==> src/rtl/tug_playfield.sv <==
// Tug-of-war playfield.
// Two players pull a single light along an NLED-wide LED bar. Each raw key is
// synchronized, edge-detected and turned into a one-cycle press. A left press
// moves the light toward bit NLED-1 and a right press moves it toward bit 0.
// A press that pushes the light past its end wins the round. The round then
// holds for HOLD_CYCLES cycles, and the light is re-centred for a new round.
//
// Ports
//   Clock  : sole clock, rising edge
//   Reset  : synchronous, active-high
//   L, R   : raw left/right keys, active-high, asynchronous to Clock
//   LEDR   : one-hot playfield lights (bit NLED-1 = left end, bit 0 = right end)
//   win_l  : registered one-cycle pulse, left player won
//   win_r  : registered one-cycle pulse, right player won
//   over   : high while the round is over (holding before re-centre)
module tug_playfield #(
  parameter int unsigned NLED        = 9,
  parameter int unsigned HOLD_CYCLES = 4
) (
  input  logic            Clock,
  input  logic            Reset,
  input  logic            L,
  input  logic            R,
  output logic [NLED-1:0] LEDR,
  output logic            win_l,
  output logic            win_r,
  output logic            over
);

  localparam int unsigned CntW   = $clog2(HOLD_CYCLES + 1);
  localparam int unsigned Center = (NLED - 1) / 2;

  localparam logic [NLED-1:0] LedOne    = {{(NLED-1){1'b0}}, 1'b1};
  localparam logic [NLED-1:0] CenterLed = LedOne << Center;
  localparam logic [CntW-1:0] CntLast   = CntW'(HOLD_CYCLES - 1);
  localparam logic [CntW-1:0] CntOne    = CntW'(1);

  typedef enum logic {StPlay, StOver} state_e;

  // Key conditioning: two synchronizer flops, then a previous-value flop.
  // Reset loads ones so a key held across reset does not look like a press.
  logic l_meta, l_sync, l_prev;
  logic r_meta, r_sync, r_prev;

  always_ff @(posedge Clock) begin
    if (Reset) begin
      l_meta <= 1'b1;
      l_sync <= 1'b1;
      l_prev <= 1'b1;
      r_meta <= 1'b1;
      r_sync <= 1'b1;
      r_prev <= 1'b1;
    end else begin
      l_meta <= L;
      l_sync <= l_meta;
      l_prev <= l_sync;
      r_meta <= R;
      r_sync <= r_meta;
      r_prev <= r_sync;
    end
  end

  logic press_l, press_r, move_l, move_r;

  always_comb begin
    press_l = l_sync & ~l_prev;
    press_r = r_sync & ~r_prev;
    // Simultaneous presses cancel each other.
    move_l  = press_l & ~press_r;
    move_r  = press_r & ~press_l;
  end

  // Round state
  state_e            state_q, state_d;
  logic [NLED-1:0]   led_q, led_d;
  logic [CntW-1:0]   cnt_q, cnt_d;
  logic              win_l_q, win_l_d;
  logic              win_r_q, win_r_d;

  always_ff @(posedge Clock) begin
    if (Reset) begin
      state_q <= StPlay;
      led_q   <= CenterLed;
      cnt_q   <= '0;
      win_l_q <= 1'b0;
      win_r_q <= 1'b0;
    end else begin
      state_q <= state_d;
      led_q   <= led_d;
      cnt_q   <= cnt_d;
      win_l_q <= win_l_d;
      win_r_q <= win_r_d;
    end
  end

  always_comb begin
    state_d = state_q;
    led_d   = led_q;
    cnt_d   = cnt_q;
    win_l_d = 1'b0;
    win_r_d = 1'b0;
    unique case (state_q)
      StPlay: begin
        if (move_l) begin
          // Pushing past the left end wins; the light stays at the end.
          if (led_q[NLED-1]) begin
            state_d = StOver;
            win_l_d = 1'b1;
            cnt_d   = '0;
          end else begin
            led_d = led_q << 1;
          end
        end else if (move_r) begin
          if (led_q[0]) begin
            state_d = StOver;
            win_r_d = 1'b1;
            cnt_d   = '0;
          end else begin
            led_d = led_q >> 1;
          end
        end
      end
      StOver: begin
        // The win edge itself is the first OVER cycle, so leaving when the
        // counter reaches HOLD_CYCLES-1 gives exactly HOLD_CYCLES cycles.
        if (cnt_q == CntLast) begin
          state_d = StPlay;
          led_d   = CenterLed;
          cnt_d   = '0;
        end else begin
          cnt_d = cnt_q + CntOne;
        end
      end
    endcase
  end

  always_comb begin
    LEDR  = led_q;
    win_l = win_l_q;
    win_r = win_r_q;
    over  = (state_q == StOver);
  end

endmodule

==> config.mk <==
export PLATFORM = sky130hd
export DESIGN_NAME = tug_playfield
export DESIGN_NICKNAME = d
export VERILOG_FILES = /design/src/rtl/tug_playfield.sv
export SDC_FILE = /design/constraint.sdc
export NUM_CORES = 1
export LEC_CHECK = 0
export ABC_AREA = 1
export BUFFER_PORTS_ARGS = -buffer_cell sky130_fd_sc_hd__clkbuf_2
export CORE_ASPECT_RATIO = 0.9
export CORE_MARGIN = 4
export CORE_UTILIZATION = 55
export DETAILED_ROUTE_END_ITERATION = 7
export GPL_TIMING_DRIVEN = 0
export PLACE_DENSITY = 0.83
export RECOVER_POWER = 50
export SLEW_MARGIN = 40
export SYNTH_ARGS = -nofsm -noshare
export SYNTH_HDL_FRONTEND = slang
export SYNTH_SLANG_ARGS = --single-unit
==> constraint.sdc <==
create_clock -name Clock -period 1.9 [get_ports Clock]
set_input_delay 0.095 -clock Clock [delete_from_list [all_inputs] [get_ports Clock]]
set_output_delay 0.095 -clock Clock [all_outputs]
set_load 0.01 [all_outputs]
==> results by group, run 1 <==
Clock network
  • H-Tree Depth: 1
  • CTS Buf Count: 3
  • Longest Clk Path Bufs: 2
  • Root Buffer: clkbuf_4
  • Worst-skew pair later-pin latency: between 0.3 and 0.4 ns
  • CTS tree: done
  • Post-CTS Setup Inserts: 0
  • CTS sink cnt: 21
  • PostCTS Resize Cnt: 0
  • Reg clk slew, reported paths: roughly 0.12 ns

Floorplan
  • Die ar.: 0.002756 mm^2
  • Die Height: ~50 um
  • Initial core utilization: between 60% and 70%
  • Die width: around 55 um
  • Core area: ~0.0018 mm^2
  • I/O pins: 16
  • Row cnt: 14

Cells and area
  • # diodes: 0
  • Post-route insts no fill: 189
  • Layout cells sized above 1: roughly 22%
  • Layout overhead on the synthesized area: 12.76%
  • Final instance area: around 0.0012 mm^2
  • Fin nets: around 170

GRT
  • GRT overflow: 0
  • Initial antenna violation count: 0
  • Most used routing layer in global routing: met2
  • Vias in the first global route: 889
  • GRT Total Usage: a little under a fifth
  • Wire length of the first global-routing pass: 3919 um
  • Largest net degree at the start of global routing: 12
  • Grt met1 use: about a quarter
  • Met2 Use GR: 32.28%
  • GRT met3 Usage: between 6 and 7%

Timing
  • Setup Viol. Count Final: 0
  • Max Slew Vio Count: 0
  • Final Skew: 0.008923 ns
  • RSZ-0062 raised after global routing: false
  • Final period util: ~93%
  • Worst setup slack after layout: between 0.1 and 0.15 ns
  • Slew headroom: 77.40%
  • Hold Violations, Final: 0
  • Post-layout min period: 1.771 ns
  • Peak Freq: 564.5 MHz
  • Worst-Margin Slew: ~0.34 ns
  • TNS Setup: 0 ns

Power
  • Worst ir drop on vdd: slightly below 0.7 mV
  • PwrDens: around 650 mW/mm^2
  • Pwr Total: 797.3 uW
  • Pleak: 0.0005465 uW

Logic synthesis
  • Post-synth EDFFs: 0
  • Post-synthesis cell count: 144
  • Seq/Total Area, Yosys: approximately two fifths
  • Yosys top cell by area: dfxtp_1
  • Mux cell area share after synthesis: 0%
  • Netlist Area Pre-Place: between 0.001 and 0.0015 mm^2
  • Yosys warns: 0
  • Mean Syn Cell Area: roughly 7.6 um^2
  • Largest family of logic cells by synthesized area: simple AND/OR/NAND/NOR gates
  • Most used flip-flop cell after synthesis: dfxtp_1
  • Commonest cells in the synthesized netlist: 31 x nand2_1, 21 x dfxtp_1, 15 x inv_1, 14 x a21oi_1, 12 x nor2_1
  • Most common cell in the netlist: nand2_1
  • Syn_nets: 152
  • Synth Area in Compound Gates: 7.816%
  • Async S/R FF share, synth: 0%
  • Simple-gate share of the synthesized area: between 30 and 40%
  • Yosys cell types: 24
  • Post-synthesis register bit count: 21
  • Post-synthesis adder-cell area fraction: roughly 4.6%
  • Most area-consuming cells after synthesis: dfxtp_1 39%, nand2_1 11%, a21oi_1 6.4%, inv_1 5.2%, nor2_2 5.2%
  • Yosys top cell area share: around two fifths
  • Post-synthesis xor/xnor area fraction: 0%

Placement
  • Placed cells: approximately 180
  • Setup WS pre-CTS: roughly 0.18 ns
  • Detail Placement HPWL: about 1700 um
  • Dpl cell area: about 0.0012 mm^2
  • GP Congestion: 0.8083
  • IO buf count: 15

Run
  • Max-cap violations: 0

Routing
  • Routed WL: between 2000 and 2500 um
  • Number of DRC markers in iteration 0: 28
  • Vias per cell: between 5 and 6
  • Routed Antenna Nets: 0
  • Drt pass-1 iters: 4
  • # DRC: 0
  • Via Count: 973
  • WL/cell: between 10 and 15 um

Setup path
  • R2r setup slk: ~0.13 ns
  • Worst r2r src: l_sync
  • Worst-case reg-to-reg path depth: 11
  • CP endpoint kind: flip-flop
  • Worst Path Required: about 2.1 ns
  • Startpoint Class: flip-flop
  • CP max FO: 10
  • Critical path arrival: between 1.5 and 2 ns
  • Worst r2r dst: LEDR[7]
  • Worst setup path category: flip-flop to flip-flop

Outcome
  • Status: complete, no violations

Hold path
  • Hold Path Origin: Reset
  • Min-delay worst type: input pin to flip-flop
  • Hold path depth: 2
  • Hold Path Sink: LEDR[0]
## cells in the final DEF, fill, tap and decap left out
cell	netlist	routed
inv_1	15	15
nor2_4	1	1
nand2_2	3	3
ha_1	4	4
nand3_1	10	10
nor2_2	9	9
dlygate4sd3_1	0	2
dfxtp_1	21	21
o21ai_0	1	1
buf_6	1	1
nor3_1	2	2
or2_2	4	4
buf_2	2	2
nand3b_1	1	1
clkbuf_4	0	3
a21oi_1	14	14
buf_12	1	1
inv_2	1	1
nand3_4	1	1
nor2_1	12	12
or2_1	2	2
clkbuf_1	0	11
clkbuf_2	0	5
inv_6	1	1
nand2_4	2	2
o21ai_1	2	2
nand2_1	31	31
nand3_2	3	3
## timing repair
| item | 4_1_cts | 5_1_grt |
|---|---|---|
| endpoints found under the hold margin | 2 | 0 |
| hold buffers | 2 | 0 |
| setup endpoints to repair | 0 | 0 |
## per-stage QoR
step / util (%) / hold WS, ns
after detailed placement: 67.47 / 0.2832
after global placement: 67.47 / 0.2779
after floorplan: - / 0.1641
after CTS: 70.08 / 0.03534
after global routing: 69.38 / 0.02718
final: 69.38 / 0.03407
## registers in the layout (all words and copies together) (netlist names)
signal  flops
r_prev      1
win_r       1
l_meta      1
cnt_q       3
l_prev      1
LEDR        9
over        1
r_meta      1
r_sync      1
l_sync      1
win_l       1
## power breakdown
| group | switching, uW | internal (uW) |
|---|---|---|
| clock network | 136 | 81.9 |
| logic | 65.0 | 44.9 |
| registers | 13.7 | 456 |
| total | 214 | 583 |
## final cells by class
cell class,instances,area [um^2]
fillers,170,541.8
repair buffers,17,82.58
flip-flops and latches,21,420.4
plain buffers,4,41.29
inverters,17,68.82
multi-input cells,102,558.0
well taps,24,30.03
clock buffers,4,26.28
## worst max-delay path, stage by stage (launching register included)
cell,delay [ns]
dfxtp_1,0.33
inv_1,0.04
nor2_1,0.20
inv_1,0.07
ha_1,0.32
inv_1,0.10
nand2_4,0.06
nand2_4,0.10
nand3_4,0.11
buf_12,0.17
nor2_2,0.12
nor2_2,0.04
## worst max path at each step
stage | end | slack [ns] | startpoint
2_1_floorplan | LEDR[2] | 0.35 | l_sync
3_3_place_gp | LEDR[7] | 0.25 | l_sync
3_5_place_dp | LEDR[7] | 0.18 | l_sync
4_1_cts | LEDR[7] | 0.15 | l_sync
5_1_grt | LEDR[7] | 0.01 | l_sync
6_report | LEDR[7] | 0.13 | l_sync
## kinds of logic after synthesis
logic type / count (synthesis)
simple gates: 81
buf+inv: 21
flops: 21
compound gates: 17
fa+ha+maj: 4
## per-layer routing
| layer | routed length (um) | vias to the layer above |
|---|---|---|
| met3 | 124 | 2 |
| met2 | 1084 | 24 |
| li1 | - | 496 |
| met4 | 13 | 0 |
| met1 | 1009 | 451 |
| met5 | 0 | - |
No activity file was read; power rests on OpenSTA's default activity.
==> run 2: changes to the inputs <==
Settings changed: CORE_MARGIN 4 to unset, PLACE_DENSITY 0.83 to 0.76.
==> run 2 against run 1 <==
Highest routed layer unchanged. Register-to-register slack improved by 0.06 ns. Critical endpoint unchanged. Final cell count unchanged. Setup slack improved by 0.058 ns. Clock skew decreased by 0.00083 ns. Largest power group unchanged.
==> results by group, run 2 (synthesis gave the netlist of run 1 again) <==
Outcome
  • Status: complete, no violations

Placement
  • IO buf count: 15
  • Dpl cell area: between 0.001 and 0.0015 mm^2
  • Detail Placement HPWL: 1632 um
  • GP Congestion: ~0.83

Floorplan
  • Core area: 0.001769 mm^2
  • Die ar.: between 0.002 and 0.0025 mm^2
  • Row cnt: 14
  • Die Height: ~44 um
  • Die width: ~49 um
  • I/O pins: 16
  • Initial core utilization: 61.53%

Timing
  • Final period util: around nine tenths
  • TNS Setup: 0 ns
  • Post-layout min period: roughly 1.7 ns
  • Setup Viol. Count Final: 0
  • Slew headroom: around three quarters
  • Peak Freq: 583.7 MHz
  • Final hold slack: roughly 0.032 ns
  • Worst-Margin Slew: 0.3450 ns
  • Hold Violations, Final: 0
  • RSZ-0062 raised after global routing: false
  • Final Skew: around 0.0081 ns
  • Max Slew Vio Count: 0

GRT
  • Initial antenna violation count: 0
  • Vias in the first global route: 938
  • GRT overflow: 0
  • Largest net degree at the start of global routing: 12
  • Wire length of the first global-routing pass: 3905 um
  • GRT Total Usage: a little under a quarter

Setup path
  • Startpoint Class: flip-flop
  • Worst setup path category: flip-flop to flip-flop
  • Critical path arrival: around 1.9 ns
  • CP endpoint kind: flip-flop
  • CP max FO: 10
  • Worst Path Required: between 2 and 2.5 ns
  • Worst-case reg-to-reg path depth: 11

Cells and area
  • Register Area: about 420 um^2
  • Filler cells: between 150 and 200
  • Fin nets: 174
  • # diodes: 0
  • Layout overhead on the synthesized area: 12.76%
  • Util after Layout: between 60% and 70%
  • Layout cells sized above 1: between 20% and 30%
  • Final instance area: around 0.0012 mm^2
  • Commonest non-fill, non-tap cell in the layout: nand2_1
  • Commonest non-fill, non-tap cells in the layout: 31 x nand2_1, 21 x dfxtp_1, 15 x inv_1
  • Multi-input gate area: roughly 560 um^2
  • Max reg flops: 9

Power
  • Combinational group share of total power: between 10% and 20%
  • PwrDens: approximately 650 mW/mm^2
  • Pint: 583.2 uW
  • Switching power: between 200 and 250 uW
  • Clock Power Share: between 20% and 30%
  • Pleak: 0.0005465 uW
  • Flop pwr share: between 50% and 60%
  • Worst ir drop on vdd: about 0.57 mV
  • Sw Ratio: between 20% and 30%
  • Pwr Total: ~800 uW

Clock network
  • Worst-skew pair later-pin latency: between 0.3 and 0.4 ns
  • H-Tree Depth: 1
  • Reg clk slew, reported paths: 0.12 ns
  • Post-CTS Setup Inserts: 0
  • Longest Clk Path Bufs: 2
  • CTS Buf Count: 3
  • Root Buffer: clkbuf_4
  • CTS tree: done
  • CTS sink cnt: 21

Routing
  • # DRC: 0
  • Routed WL: between 2000 and 2500 um
  • Drt pass-1 iters: 4
  • Vias per cell: between 5 and 6
  • WL/cell: between 10 and 15 um
  • Via Count: between 900 and 1000
  • Number of DRC markers in iteration 0: between 40 and 50
  • Routed Antenna Nets: 0

Hold path
  • Min-delay worst type: input pin to flip-flop
  • Hold path depth: 2

Run
  • Max-cap violations: 0
## run 2: cell counts in the layout (fill, tap and decap cells not counted)
No cell type changed its count.
## run 2: metal layers
metal | vias up | share of wire [%] | track usage [%]
li1 | 493 | - | -
met1 | 448 | 43 | 27.27
met2 | 28 | 50 | 45.28
met3 | 5 | 6.7 | 5.498
met4 | 0 | 1.1 | 7.059
met5 | - | 0 | 0
## run 2: stage by stage
stage,std cells,setup WS [ns]
after global routing,189,0.04459
after CTS,189,0.1693
after floorplan,144,0.3492
final,189,0.1869
after global placement,183,0.2376
after detailed placement,183,0.2071
## run 2: layout make-up
class / count / share of cell area (%)
buffer: 4 / 3.364
clock buffer: 4 / 2.141
inverter: 17 / 5.607
multi-input combinational: 102 / 45.46
sequential: 21 / 34.25
tap: 24 / 2.446
timing repair buffer: 17 / 6.728
## run 2: repair_timing
action / in CTS / in global routing
endpoints found under the hold margin: 2 / 0
resized for setup: 0 / 0
hold buffers: 2 / 0
endpoints found under the setup margin: 0 / 0
## run 2: path summary, 6_finish.rpt
| check | from | end | slack (ns) |
|---|---|---|---|
| worst min-delay path | Reset | LEDR[0] | 0.03 |
| worst max-delay path | l_sync | LEDR[7] | 0.19 |
| worst min register to register | r_meta | r_sync | 0.41 |
| worst max register to register | l_sync | LEDR[7] | 0.19 |
## run 2: power groups by stage
stage	Clock (uW)	Sequential, uW	Combinational, uW
detailed placement	0	480	108
CTS	228	470	112
global placement	0	479	105
global route	240	472	123
finish	220	470	109
floorplan	0	482	75.1
## run 2: worst max-delay path, stage by stage, from the launching register on
cell and delay, ns:
dfxtp_1 0.33, inv_1 0.05, nor2_1 0.17, inv_1 0.07, ha_1 0.32, inv_1 0.10
nand2_4 0.06, nand2_4 0.10, nand3_4 0.10, buf_12 0.16, nor2_2 0.11, nor2_2 0.05
==> run 3: changes to the inputs <==
Settings changed: CTS_BUF_LIST set to sky130_fd_sc_hd__clkbuf_4.
==> run 3 against run 2 <==
Power up 1.8%. Sequential cell count unchanged. Clock skew up 0.00074 ns. Clock-buffer cell count unchanged. Non-clock buffer count unchanged. Via count up 0.31%. Clock power up 6%. Critical path depth unchanged. Die area unchanged. Fmax about the same. Register-to-register slack about the same. Routed wire length about the same.
==> results by group, run 3 (synthesis gave the netlist of run 1 again) <==
Floorplan
  • Die Height: between 40 and 50 um
  • Initial core utilization: ~62%
  • Die ar.: ~0.0022 mm^2
  • Die width: roughly 49 um
  • Core area: 0.001769 mm^2
  • Row cnt: 14
  • I/O pins: 16

Setup path
  • Critical path depth in cells: 11
  • CP dominant cell by count: inv_1
  • Critical path arrival: between 1.5 and 2 ns
  • Worst setup path category: flip-flop to flip-flop
  • Crit path max-delay family: simple AND/OR/NAND/NOR gates
  • CP max FO: 10
  • R2r setup slk: approximately 0.19 ns
  • Worst Path Required: roughly 2.1 ns
  • Buf+Inv Stages, Crit Path: 4
  • CP max stage cell: dfxtp_1
  • CP endpoint kind: flip-flop
  • Startpoint Class: flip-flop
  • Crit-path cells: inv_1, nor2_1, inv_1, ha_1, inv_1, nand2_4, nand2_4, nand3_4, buf_12, nor2_2, nor2_2
  • Worst-case reg-to-reg path depth: 11
  • Worst r2r src: l_sync
  • Slowest stage delay, CP: 0.33 ns
  • Worst r2r dst: LEDR[7]

Power
  • Pleak: between 0.0005 and 0.0006 uW
  • Switching power: ~210 uW
  • Worst ir drop on vdd: ~0.57 mV
  • Combinational group share of total power: between 10% and 20%
  • Pint: about 600 uW
  • Flop pwr share: about 58%
  • Clock Power Share: between 20% and 30%
  • Sw Ratio: between 20% and 30%
  • PwrDens: 659.9 mW/mm^2

Routing
  • Via Count: around 1000
  • Drt pass-1 iters: 4
  • Routed WL: about 2200 um
  • Routed Antenna Nets: 0
  • # DRC: 0
  • WL/cell: between 10 and 15 um
  • Number of DRC markers in iteration 0: 39
  • Vias per cell: between 5 and 6

Clock network
  • H-Tree Depth: 1
  • Hold_buf cts: 2
  • Reg clk slew, reported paths: about 0.12 ns
  • PostCTS Resize Cnt: 0
  • CTS tree: done
  • Longest Clk Path Bufs: 2
  • Root Buffer: clkbuf_4
  • Post-CTS Setup Inserts: 0
  • CTS Buf Count: 3
  • Worst-skew pair later-pin latency: 0.31 ns
  • CTS sink cnt: 21

Hold path
  • Hold Path Origin: Reset
  • Hold Path Sink: LEDR[0]
  • Min-delay worst type: input pin to flip-flop
  • Hold path depth: 2

Timing
  • Final Skew: 0.008833 ns
  • Post-layout min period: 1.714 ns
  • Peak Freq: about 580 MHz
  • Slew headroom: approximately three quarters
  • Final hold slack: 0.03226 ns
  • RSZ-0062 raised after global routing: false
  • TNS Setup: 0 ns
  • Worst-Margin Slew: around 0.34 ns
  • Worst setup slack after layout: 0.1862 ns
  • Max Slew Vio Count: 0
  • Setup Viol. Count Final: 0
  • Hold Violations, Final: 0
  • Final period util: between 90% and 100%

Run
  • Max-cap violations: 0

Cells and area
  • Filler cells: 160
  • Commonest non-fill, non-tap cell in the layout: nand2_1
  • Register Area: around 420 um^2
  • # diodes: 0
  • Util after Layout: between 60 and 70%
  • Max reg flops: 9
  • Post-route insts no fill: roughly 190
  • Layout cells sized above 1: a little under a quarter
  • Fin nets: 174
  • Layout overhead on the synthesized area: 13.10%
  • Multi-input gate area: 558.0 um^2
  • Commonest non-fill, non-tap cells in the layout: 31 x nand2_1, 21 x dfxtp_1, 15 x inv_1

GRT
  • Largest net degree at the start of global routing: 12
  • Initial antenna violation count: 0
  • GRT Total Usage: 23.95%
  • GRT overflow: 0
  • Vias in the first global route: roughly 940
  • Wire length of the first global-routing pass: about 3900 um

Placement
  • Placed cells: 183
  • Detail Placement HPWL: approximately 1600 um
  • Setup WS pre-CTS: a little over 0.2 ns
  • IO buf count: 15
  • GP Congestion: ~0.83

Outcome
  • Status: complete, no violations
[run 3: cell count changes in the layout (fill, tap and decap cells not counted)]
cell and change:
clkbuf_4 +1, clkbuf_1 -1
[run 3: metal layers]
metal  track usage [%]  vias up  wire [um]
met5                 0        -          0
met2             45.28       40       1076
li1                  -      494          -
met3             5.498        5        150
met1             27.27      438        912
met4             7.059        0         25
[run 3: final cells by class]
class	count	area share, %
buffer	4	3.354
clock buffer	4	2.439
inverter	17	5.589
multi-input combinational	102	45.33
sequential	21	34.15
tap	24	2.439
timing repair buffer	17	6.707
[run 3: worst reg2reg max path: stages, from the launching register on]
cell,delay (ns)
dfxtp_1,0.33
inv_1,0.05
nor2_1,0.17
inv_1,0.07
ha_1,0.32
inv_1,0.10
nand2_4,0.06
nand2_4,0.10
nand3_4,0.10
buf_12,0.16
nor2_2,0.12
nor2_2,0.05
[run 3: worst max-delay path by stage]
| stage | startpoint | endpoint | slack (ns) |
|---|---|---|---|
| 2_1_floorplan | l_sync | LEDR[2] | 0.35 |
| 3_3_place_gp | l_sync | LEDR[7] | 0.24 |
| 6_report | l_sync | LEDR[7] | 0.19 |
| 3_5_place_dp | l_sync | LEDR[7] | 0.21 |
| 5_1_grt | l_sync | LEDR[2] | 0.04 |
| 4_1_cts | l_sync | LEDR[7] | 0.17 |
[run 3: through the flow]
| step | total power [uW] | cell area, um^2 |
|---|---|---|
| 6_report | 812.4 | 1231 |
| 5_1_grt | 849.5 | 1231 |
| 4_1_cts | 823.6 | 1244 |
| 3_5_place_dp | 587.8 | 1194 |
| 3_3_place_gp | 583.3 | 1194 |
| 2_1_floorplan | 557.0 | 1089 |
[run 3: power by group through the flow]
stage / Combinational [uW] / Clock [uW] / Sequential [uW]
6_report: 109 / 234 / 470
5_1_grt: 123 / 254 / 472
4_1_cts: 112 / 242 / 470
3_5_place_dp: 108 / 0 / 480
3_3_place_gp: 105 / 0 / 479
2_1_floorplan: 75.1 / 0 / 482
